`src/rtl/alu_share_ctrl_pkg.sv`:
```
// ALU control codes, FSM state encoding and ctrl legality check shared by alu_share_ctrl.
package alu_ctrl_pkg;

    localparam int unsigned ALU_AND = 0;
    localparam int unsigned ALU_OR  = 1;
    localparam int unsigned ALU_ADD = 2;
    localparam int unsigned ALU_SUB = 6;
    localparam int unsigned ALU_SLT = 7;
    localparam int unsigned ALU_SRA = 9;
    localparam int unsigned ALU_LUI = 10;
    localparam int unsigned ALU_BNE = 11;
    localparam int unsigned ALU_NOR = 12;

    typedef enum logic [1:0] {
        IDLE    = 2'd0,
        ISSUE   = 2'd1,
        CAPTURE = 2'd2,
        RESP    = 2'd3
    } state_e;

    function automatic logic is_legal_ctrl(input int unsigned ctrl);
        case (ctrl)
            ALU_AND, ALU_OR, ALU_ADD, ALU_SUB, ALU_SLT,
            ALU_SRA, ALU_LUI, ALU_BNE, ALU_NOR: is_legal_ctrl = 1'b1;
            default:                            is_legal_ctrl = 1'b0;
        endcase
    endfunction

endpackage

```
`src/rtl/alu_share_ctrl_if.sv`:
```
// Request, ALU and response bus of alu_share_ctrl; slave is the controller, master the issue side / ALU / consumer.
interface alu_share_ctrl_if #(
    parameter int N_REQ  = 2,
    parameter int DATA_W = 32,
    parameter int CTRL_W = 4
);
    localparam int IDX_W = $clog2(N_REQ);

    logic [N_REQ-1:0]             req_valid_i;
    logic [N_REQ-1:0]             req_ready_o;
    logic [N_REQ-1:0][DATA_W-1:0] req_src1_i;
    logic [N_REQ-1:0][DATA_W-1:0] req_src2_i;
    logic [N_REQ-1:0][CTRL_W-1:0] req_ctrl_i;
    logic [DATA_W-1:0]            alu_src1_o;
    logic [DATA_W-1:0]            alu_src2_o;
    logic [CTRL_W-1:0]            alu_ctrl_o;
    logic [DATA_W-1:0]            alu_result_i;
    logic                         alu_zero_i;
    logic                         rsp_valid_o;
    logic                         rsp_ready_i;
    logic [IDX_W-1:0]             rsp_id_o;
    logic [DATA_W-1:0]            rsp_result_o;
    logic                         rsp_zero_o;
    logic                         rsp_err_o;

    modport slave (
        input  req_valid_i, req_src1_i, req_src2_i, req_ctrl_i,
        input  alu_result_i, alu_zero_i, rsp_ready_i,
        output req_ready_o, alu_src1_o, alu_src2_o, alu_ctrl_o,
        output rsp_valid_o, rsp_id_o, rsp_result_o, rsp_zero_o, rsp_err_o
    );

    modport master (
        output req_valid_i, req_src1_i, req_src2_i, req_ctrl_i,
        output alu_result_i, alu_zero_i, rsp_ready_i,
        input  req_ready_o, alu_src1_o, alu_src2_o, alu_ctrl_o,
        input  rsp_valid_o, rsp_id_o, rsp_result_o, rsp_zero_o, rsp_err_o
    );

endinterface

```
`src/rtl/alu_share_ctrl_arbiter.sv`:
```
// Combinational rotating-priority arbiter: first valid requester at or after ptr_i, wrapping.
module alu_rr_arbiter #(
    parameter int N_REQ = 2,
    parameter int IDX_W = $clog2(N_REQ)
) (
    input  logic [N_REQ-1:0] valid_i,
    input  logic [IDX_W-1:0] ptr_i,
    output logic [N_REQ-1:0] grant_o,
    output logic [IDX_W-1:0] grant_idx_o
);

    always_comb begin
        int         lane;
        logic       found;
        logic [IDX_W-1:0] lane_idx;
        grant_o     = '0;
        grant_idx_o = '0;
        found       = 1'b0;
        lane        = 0;
        lane_idx    = '0;
        for (int i = 0; i < N_REQ; i++) begin
            lane = int'(ptr_i) + i;
            if (lane >= N_REQ) lane = lane - N_REQ;
            lane_idx = IDX_W'(lane);
            if (!found && valid_i[lane_idx]) begin
                found             = 1'b1;
                grant_o[lane_idx] = 1'b1;
                grant_idx_o       = lane_idx;
            end
        end
    end

endmodule

```
`src/rtl/alu_share_ctrl.sv`:
```
// Sequences one external combinational ALU among N_REQ requesters and returns id-tagged responses.
// Define ALU_SHARE_FIXED_PRIO_EN for lowest-index-first priority instead of round-robin.
module alu_share_ctrl
    import alu_ctrl_pkg::*;
#(
    parameter int N_REQ  = 2,
    parameter int DATA_W = 32,
    parameter int CTRL_W = 4
) (
    input  logic            clk_i,
    input  logic            rst_i,
    alu_share_ctrl_if.slave bus
);

    localparam int IDX_W = $clog2(N_REQ);

    typedef struct packed {
        logic [DATA_W-1:0] src1;
        logic [DATA_W-1:0] src2;
        logic [CTRL_W-1:0] ctrl;
    } alu_op_t;

    state_e            state_q, state_d;
    logic [IDX_W-1:0]  rr_ptr_q, rr_ptr_d;
    logic [IDX_W-1:0]  id_q, id_d;
    alu_op_t           op_q, op_d;
    logic [DATA_W-1:0] res_q, res_d;
    logic              zero_q, zero_d;
    logic              err_q, err_d;
    logic [N_REQ-1:0]  grant_oh;
    logic [IDX_W-1:0]  grant_idx;

    alu_rr_arbiter #(.N_REQ(N_REQ), .IDX_W(IDX_W)) u_arb (
        .valid_i     (bus.req_valid_i),
        .ptr_i       (rr_ptr_q),
        .grant_o     (grant_oh),
        .grant_idx_o (grant_idx)
    );

    // Ready is masked by the async reset so every output reads 0 while it is held.
    assign bus.req_ready_o  = (state_q == IDLE && !rst_i) ? grant_oh : '0;
    assign bus.alu_src1_o   = op_q.src1;
    assign bus.alu_src2_o   = op_q.src2;
    assign bus.alu_ctrl_o   = op_q.ctrl;
    assign bus.rsp_valid_o  = (state_q == RESP);
    assign bus.rsp_id_o     = id_q;
    assign bus.rsp_result_o = res_q;
    assign bus.rsp_zero_o   = zero_q;
    assign bus.rsp_err_o    = err_q;

    always_comb begin
        state_d  = state_q;
        rr_ptr_d = rr_ptr_q;
        id_d     = id_q;
        op_d     = op_q;
        res_d    = res_q;
        zero_d   = zero_q;
        err_d    = err_q;
        case (state_q)
            IDLE: begin
                if (|grant_oh) begin
                    id_d = grant_idx;
`ifdef ALU_SHARE_FIXED_PRIO_EN
                    rr_ptr_d = '0;
`else
                    rr_ptr_d = (grant_idx == IDX_W'(N_REQ - 1)) ? '0 : grant_idx + IDX_W'(1);
`endif
                    // Illegal ops never touch the ALU registers and skip straight to the response.
                    if (is_legal_ctrl(32'(bus.req_ctrl_i[grant_idx]))) begin
                        op_d.src1 = bus.req_src1_i[grant_idx];
                        op_d.src2 = bus.req_src2_i[grant_idx];
                        op_d.ctrl = bus.req_ctrl_i[grant_idx];
                        state_d   = ISSUE;
                    end else begin
                        res_d   = '0;
                        zero_d  = 1'b1;
                        err_d   = 1'b1;
                        state_d = RESP;
                    end
                end
            end
            ISSUE:   state_d = CAPTURE;
            CAPTURE: begin
                res_d   = bus.alu_result_i;
                zero_d  = bus.alu_zero_i;
                err_d   = 1'b0;
                state_d = RESP;
            end
            RESP:    if (bus.rsp_ready_i) state_d = IDLE;
            default: state_d = IDLE;
        endcase
    end

    always_ff @(posedge clk_i or posedge rst_i) begin
        if (rst_i) begin
            state_q  <= IDLE;
            rr_ptr_q <= '0;
            id_q     <= '0;
            op_q     <= '0;
            res_q    <= '0;
            zero_q   <= 1'b0;
            err_q    <= 1'b0;
        end else begin
            state_q  <= state_d;
            rr_ptr_q <= rr_ptr_d;
            id_q     <= id_d;
            op_q     <= op_d;
            res_q    <= res_d;
            zero_q   <= zero_d;
            err_q    <= err_d;
        end
    end

endmodule

```
`src/flat_wrapper.sv`:
```
// flat-port wrapper written by rule: the top's interface ports become plain ports
module alu_share_ctrl_flat import alu_ctrl_pkg::*;
#(
    parameter int N_REQ  = 2,
    parameter int DATA_W = 32,
    parameter int CTRL_W = 4
)
  (clk_i, rst_i, bus_req_valid_i, bus_req_src1_i, bus_req_src2_i, bus_req_ctrl_i, bus_alu_result_i, bus_alu_zero_i, bus_rsp_ready_i, bus_req_ready_o, bus_alu_src1_o, bus_alu_src2_o, bus_alu_ctrl_o, bus_rsp_valid_o, bus_rsp_id_o, bus_rsp_result_o, bus_rsp_zero_o, bus_rsp_err_o);
  alu_share_ctrl_if #(.N_REQ(N_REQ), .DATA_W(DATA_W), .CTRL_W(CTRL_W)) bus_i ();
  input  logic clk_i;
  input  logic rst_i;
  input wire logic [$bits(bus_i.req_valid_i)-1:0] bus_req_valid_i;
  input wire logic [$bits(bus_i.req_src1_i)-1:0] bus_req_src1_i;
  input wire logic [$bits(bus_i.req_src2_i)-1:0] bus_req_src2_i;
  input wire logic [$bits(bus_i.req_ctrl_i)-1:0] bus_req_ctrl_i;
  input wire logic [$bits(bus_i.alu_result_i)-1:0] bus_alu_result_i;
  input wire logic [$bits(bus_i.alu_zero_i)-1:0] bus_alu_zero_i;
  input wire logic [$bits(bus_i.rsp_ready_i)-1:0] bus_rsp_ready_i;
  output wire logic [$bits(bus_i.req_ready_o)-1:0] bus_req_ready_o;
  output wire logic [$bits(bus_i.alu_src1_o)-1:0] bus_alu_src1_o;
  output wire logic [$bits(bus_i.alu_src2_o)-1:0] bus_alu_src2_o;
  output wire logic [$bits(bus_i.alu_ctrl_o)-1:0] bus_alu_ctrl_o;
  output wire logic [$bits(bus_i.rsp_valid_o)-1:0] bus_rsp_valid_o;
  output wire logic [$bits(bus_i.rsp_id_o)-1:0] bus_rsp_id_o;
  output wire logic [$bits(bus_i.rsp_result_o)-1:0] bus_rsp_result_o;
  output wire logic [$bits(bus_i.rsp_zero_o)-1:0] bus_rsp_zero_o;
  output wire logic [$bits(bus_i.rsp_err_o)-1:0] bus_rsp_err_o;
  assign bus_i.req_valid_i = bus_req_valid_i;
  assign bus_i.req_src1_i = bus_req_src1_i;
  assign bus_i.req_src2_i = bus_req_src2_i;
  assign bus_i.req_ctrl_i = bus_req_ctrl_i;
  assign bus_i.alu_result_i = bus_alu_result_i;
  assign bus_i.alu_zero_i = bus_alu_zero_i;
  assign bus_i.rsp_ready_i = bus_rsp_ready_i;
  assign bus_req_ready_o = bus_i.req_ready_o;
  assign bus_alu_src1_o = bus_i.alu_src1_o;
  assign bus_alu_src2_o = bus_i.alu_src2_o;
  assign bus_alu_ctrl_o = bus_i.alu_ctrl_o;
  assign bus_rsp_valid_o = bus_i.rsp_valid_o;
  assign bus_rsp_id_o = bus_i.rsp_id_o;
  assign bus_rsp_result_o = bus_i.rsp_result_o;
  assign bus_rsp_zero_o = bus_i.rsp_zero_o;
  assign bus_rsp_err_o = bus_i.rsp_err_o;
  alu_share_ctrl #(.N_REQ(N_REQ), .DATA_W(DATA_W), .CTRL_W(CTRL_W)) u_core (.clk_i(clk_i), .rst_i(rst_i), .bus(bus_i));
endmodule
```
`config.mk`:
```
export PLATFORM = sky130hd
export DESIGN_NAME = alu_share_ctrl_flat
export DESIGN_NICKNAME = d
export VERILOG_FILES = /design/src/rtl/alu_share_ctrl_pkg.sv /design/src/rtl/alu_share_ctrl_if.sv /design/src/rtl/alu_share_ctrl_arbiter.sv /design/src/rtl/alu_share_ctrl.sv /design/src/flat_wrapper.sv
export SDC_FILE = /design/constraint.sdc
export NUM_CORES = 1
export LEC_CHECK = 0
export ABC_AREA = 1
export CAP_MARGIN = 20
export CORE_UTILIZATION = 35
export DETAILED_ROUTE_END_ITERATION = 10
export GPL_ROUTABILITY_DRIVEN = 0
export GPL_TIMING_DRIVEN = 0
export PLACE_DENSITY = 0.75
export RECOVER_POWER = 25
export SLEW_MARGIN = 5
export SYNTH_ARGS = -nofsm -noshare
export SYNTH_HDL_FRONTEND = slang
export SYNTH_SLANG_ARGS = --single-unit
export TNS_END_PERCENT = 20
```
`constraint.sdc`:
```
create_clock -name clk_i -period 4.97 [get_ports clk_i]
set_input_delay 1.491 -clock clk_i [delete_from_list [all_inputs] [get_ports clk_i]]
set_output_delay 1.491 -clock clk_i [all_outputs]
set_load 0.02 [all_outputs]
```
==> results.toml <==
[status]
status = "finished, violations left"
violations = "max-capacitance violations, max-slew violations"

[power_and_ir_drop]
p_seq_frac = 0.307
p_leak_nw = 3.90
p_int_mw = 2.85
switchingPower_mw = 1.92
comb_power_share = 0.530
power.share.switching = 0.403
power_density_nw_per_um2 = 576
clkPwrFrac = 0.163
peakVddDrop_mv = 0.325

[layout]
layout-drive-gt1-share = 0.0606
fillers = 1142
nets = 981
diodes = 0
area_delta_synth_final_pct = 68.5
final_util = 0.616
stdcell_area_um2 = 8290

[timing]
max_slew.worst_pin.slew_ns = 2.24
fin_crit_ns = 4.77
skew_ns = 0.00874
setup_slack_ns = 0.202
rsz0062_at_grt = "false"
whs_ns = 0.474
relSlewSlack = -0.504
slew_violations = 50
finalCritPeriodShare = 0.959
fmax_mhz = 210
hold_violations = 0
setup-violations-final = 0

[place]
pre_cts_slack_ns = 0.0885
dpl_cell_area_um2 = 7960
port_buffers = 279
dpl.hpwl_um = 12000

[die]
rows = 42
coreArea_um2 = 13500
io_pins = 280
dieArea_um2 = 14500
start_util = 0.366
die_w_um = 121
fp.dieH_um = 121

[detailed_routing]
wl_per_cell_um = 15.6
route.detailed.drc = 0
dr.first_iter.drc_count = 181
drtAntennaViolNets = 0
vias_per_cell = 4.83
dr.pass1.iters = 4
num_vias = 4761
drt-total-wl_um = 15300

[synthesis]
ys_types = 23
ys_ff_latch = 106
seq_area_frac_synth = 0.539
yosys_warnings = 0
syn-num-nets = 690
avgSynthCellArea_um2 = 9.59
syn_inst = 513
syn_area_um2 = 4920

[critical_path]
crit_path_end_kind = "output port"
cp_max_fo = 6
cp_slowest_stage_delay_ns = 0.62
crit_required_ns = 3.48
worstSetupStartpoint = "bus_req_valid_i[1]"
arrival_ns = 3.28
critical_path_class = "in2out"
worstPathBufferInverterCount = 2
path_delay_family = "buffers and inverters"
cp_cell_sequence = "clkdlybuf4s50_1, nand2_1, nand2_2, nand2_1, nor2_1, clkdlybuf4s50_1"
startpoint_type = "input port"
crit_slowest_cell = "clkdlybuf4s50_1"
regToRegStartpoint = "u_core.state_q[0]"

[hold_path]
hold_path.class = "reg2reg"
worstHoldStart = "u_core.bus.rsp_result_o[7]"

[global_route]
grt_util_all_layers = 0.214
antenna_found_initial = 0
gr-total-overflow = 0
grt_max_degree = 58
grt_pass1_wl_um = 24200
grt_pass1_vias = 4853

[clock_network]
clockRootBuffer = "clkbuf_16"
cts_sinks = 106
clk_latency_ns = 0.35
cts_tree = "yes"
cts_setup_buffers = 0
htree_num_levels = 3
numCtsBuffers = 9
clockBufferDepth = 2
path_clk_slew_ns = 0.07

[job]
max_cap_violations = 1
==> worst register-to-register path, stage by stage, from the launching register on <==
cell      delay (ns)
dfrtp_1         0.39
inv_1           0.10
ha_1            0.15
clkbuf_1        0.39
nand4_1         0.42
clkbuf_1        0.35
nand4_1         0.17
nand2_1         0.06
==> sequential cells by signal (all words and copies together) (netlist names) <==
signal,flops
u_core.rr_ptr_q,1
u_core.bus.rsp_err_o,1
u_core.state_q,2
u_core.bus.alu_ctrl_o,4
u_core.bus.rsp_zero_o,1
u_core.bus.alu_src1_o,32
u_core.bus.alu_src2_o,32
u_core.bus.rsp_id_o,1
u_core.bus.rsp_result_o,32
==> area by class of cell <==
class / instances / area, µm² / share of cell area
Timing Repair Buffer: 280 / 2820 / 0.341
Sequential cell: 106 / 2650 / 0.320
Multi-Input combinational cell: 356 / 2010 / 0.242
Clock buffer: 9 / 225 / 0.0272
Tap cell: 176 / 220 / 0.0266
Buffer: 35 / 198 / 0.0239
Clock inverter: 7 / 98.8 / 0.0119
Inverter: 16 / 61.3 / 0.00740
==> cells in the mapped netlist, drive strengths merged <==
library cell / count / share of area
ha: 3 / 0.0076
nand3b: 1 / 0.0015
nand4: 36 / 0.049
dfrtp: 106 / 0.54
nor3: 1 / 0.0010
nor2: 3 / 0.0023
nand2: 165 / 0.13
nand3: 9 / 0.014
or2: 2 / 0.0025
a21oi: 1 / 0.0010
mux2i: 64 / 0.13
o21ai: 71 / 0.072
buf: 23 / 0.031
clkbuf: 12 / 0.0092
inv: 16 / 0.012
==> metrics by stage <==
step	instances	power [mW]	TNS, ns
5_1_grt	985	5.08	0
3_3_place_gp	968	3.95	-86.13
2_1_floorplan	513	2.82	0
6_report	985	4.77	0
3_5_place_dp	969	4.03	0
4_1_cts	985	4.83	0
==> power groups by stage <==
stage | sequential (mW) | clock, mW | combinational (mW)
after floorplan | 1.91 | 0 | 0.911
after global placement | 1.45 | 0 | 2.49
after detailed placement | 1.47 | 0 | 2.55
after CTS | 1.46 | 0.802 | 2.56
after global routing | 1.51 | 0.833 | 2.74
final | 1.46 | 0.777 | 2.53
==> worst paths after layout <==
kind                                              end  slack, ns  depth (start not counted)
max in group asynchronous    u_core.bus.alu_src2_o[5]       1.69                          2
min                        u_core.bus.rsp_result_o[7]       0.47                          2
max reg2reg                u_core.bus.rsp_result_o[3]       2.83                          7
max                                bus_req_ready_o[1]       0.20                          6
min reg2reg                u_core.bus.rsp_result_o[7]       0.47                          2
min in group asynchronous         u_core.bus.rsp_id_o       2.25                          2
==> kinds of logic (layout without fill, tap and decap cells) <==
group,after synthesis,count (layout),share of synthesized area
compound gates,72,72,0.0732
buf+inv,51,347,0.0524
fa+ha+maj,3,3,0.00763
simple gates,217,217,0.197
mux,64,64,0.130
flops,106,106,0.539
==> what timing repair did <==
| action | in CTS | in global routing |
|---|---|---|
| hold buffers | 0 | 0 |
| gates resized for setup | 0 | 1 |
| setup endpoints to repair | 0 | 1 |
==> placed cells by master (no fill, tap or decap) <==
cell type          n
a21oi_1            1
buf_1              1
buf_16             1
buf_2             14
buf_4              3
buf_6              5
bufinv_16          2
clkbuf_1          12
clkbuf_16          9
clkdlybuf4s50_1  277
clkinv_2           1
clkinvlp_2         1
clkinvlp_4         1
dfrtp_1          106
dlygate4sd3_1      1
dlymetal6s2s_1     1
ha_1               3
inv_1             15
inv_6              3
mux2i_1           64
nand2_1          162
nand2_2            3
nand3_1            6
nand3_2            2
nand3_4            1
nand3b_1           1
nand4_1           35
nand4_4            1
nor2_1             3
nor3_1             1
o21ai_0           31
o21ai_1           40
or2_2              2
==> routing by layer <==
| metal | global-route usage | vias to the layer above | share of wire |
|---|---|---|---|
| met4 | 0.0818 | 0 | 0.020 |
| met5 | 0 | - | 0 |
| met3 | 0.0684 | 22 | 0.096 |
| li1 | - | 2315 | - |
| met2 | 0.380 | 192 | 0.50 |
| met1 | 0.235 | 2232 | 0.38 |
Power figures use the tool's default switching activity.
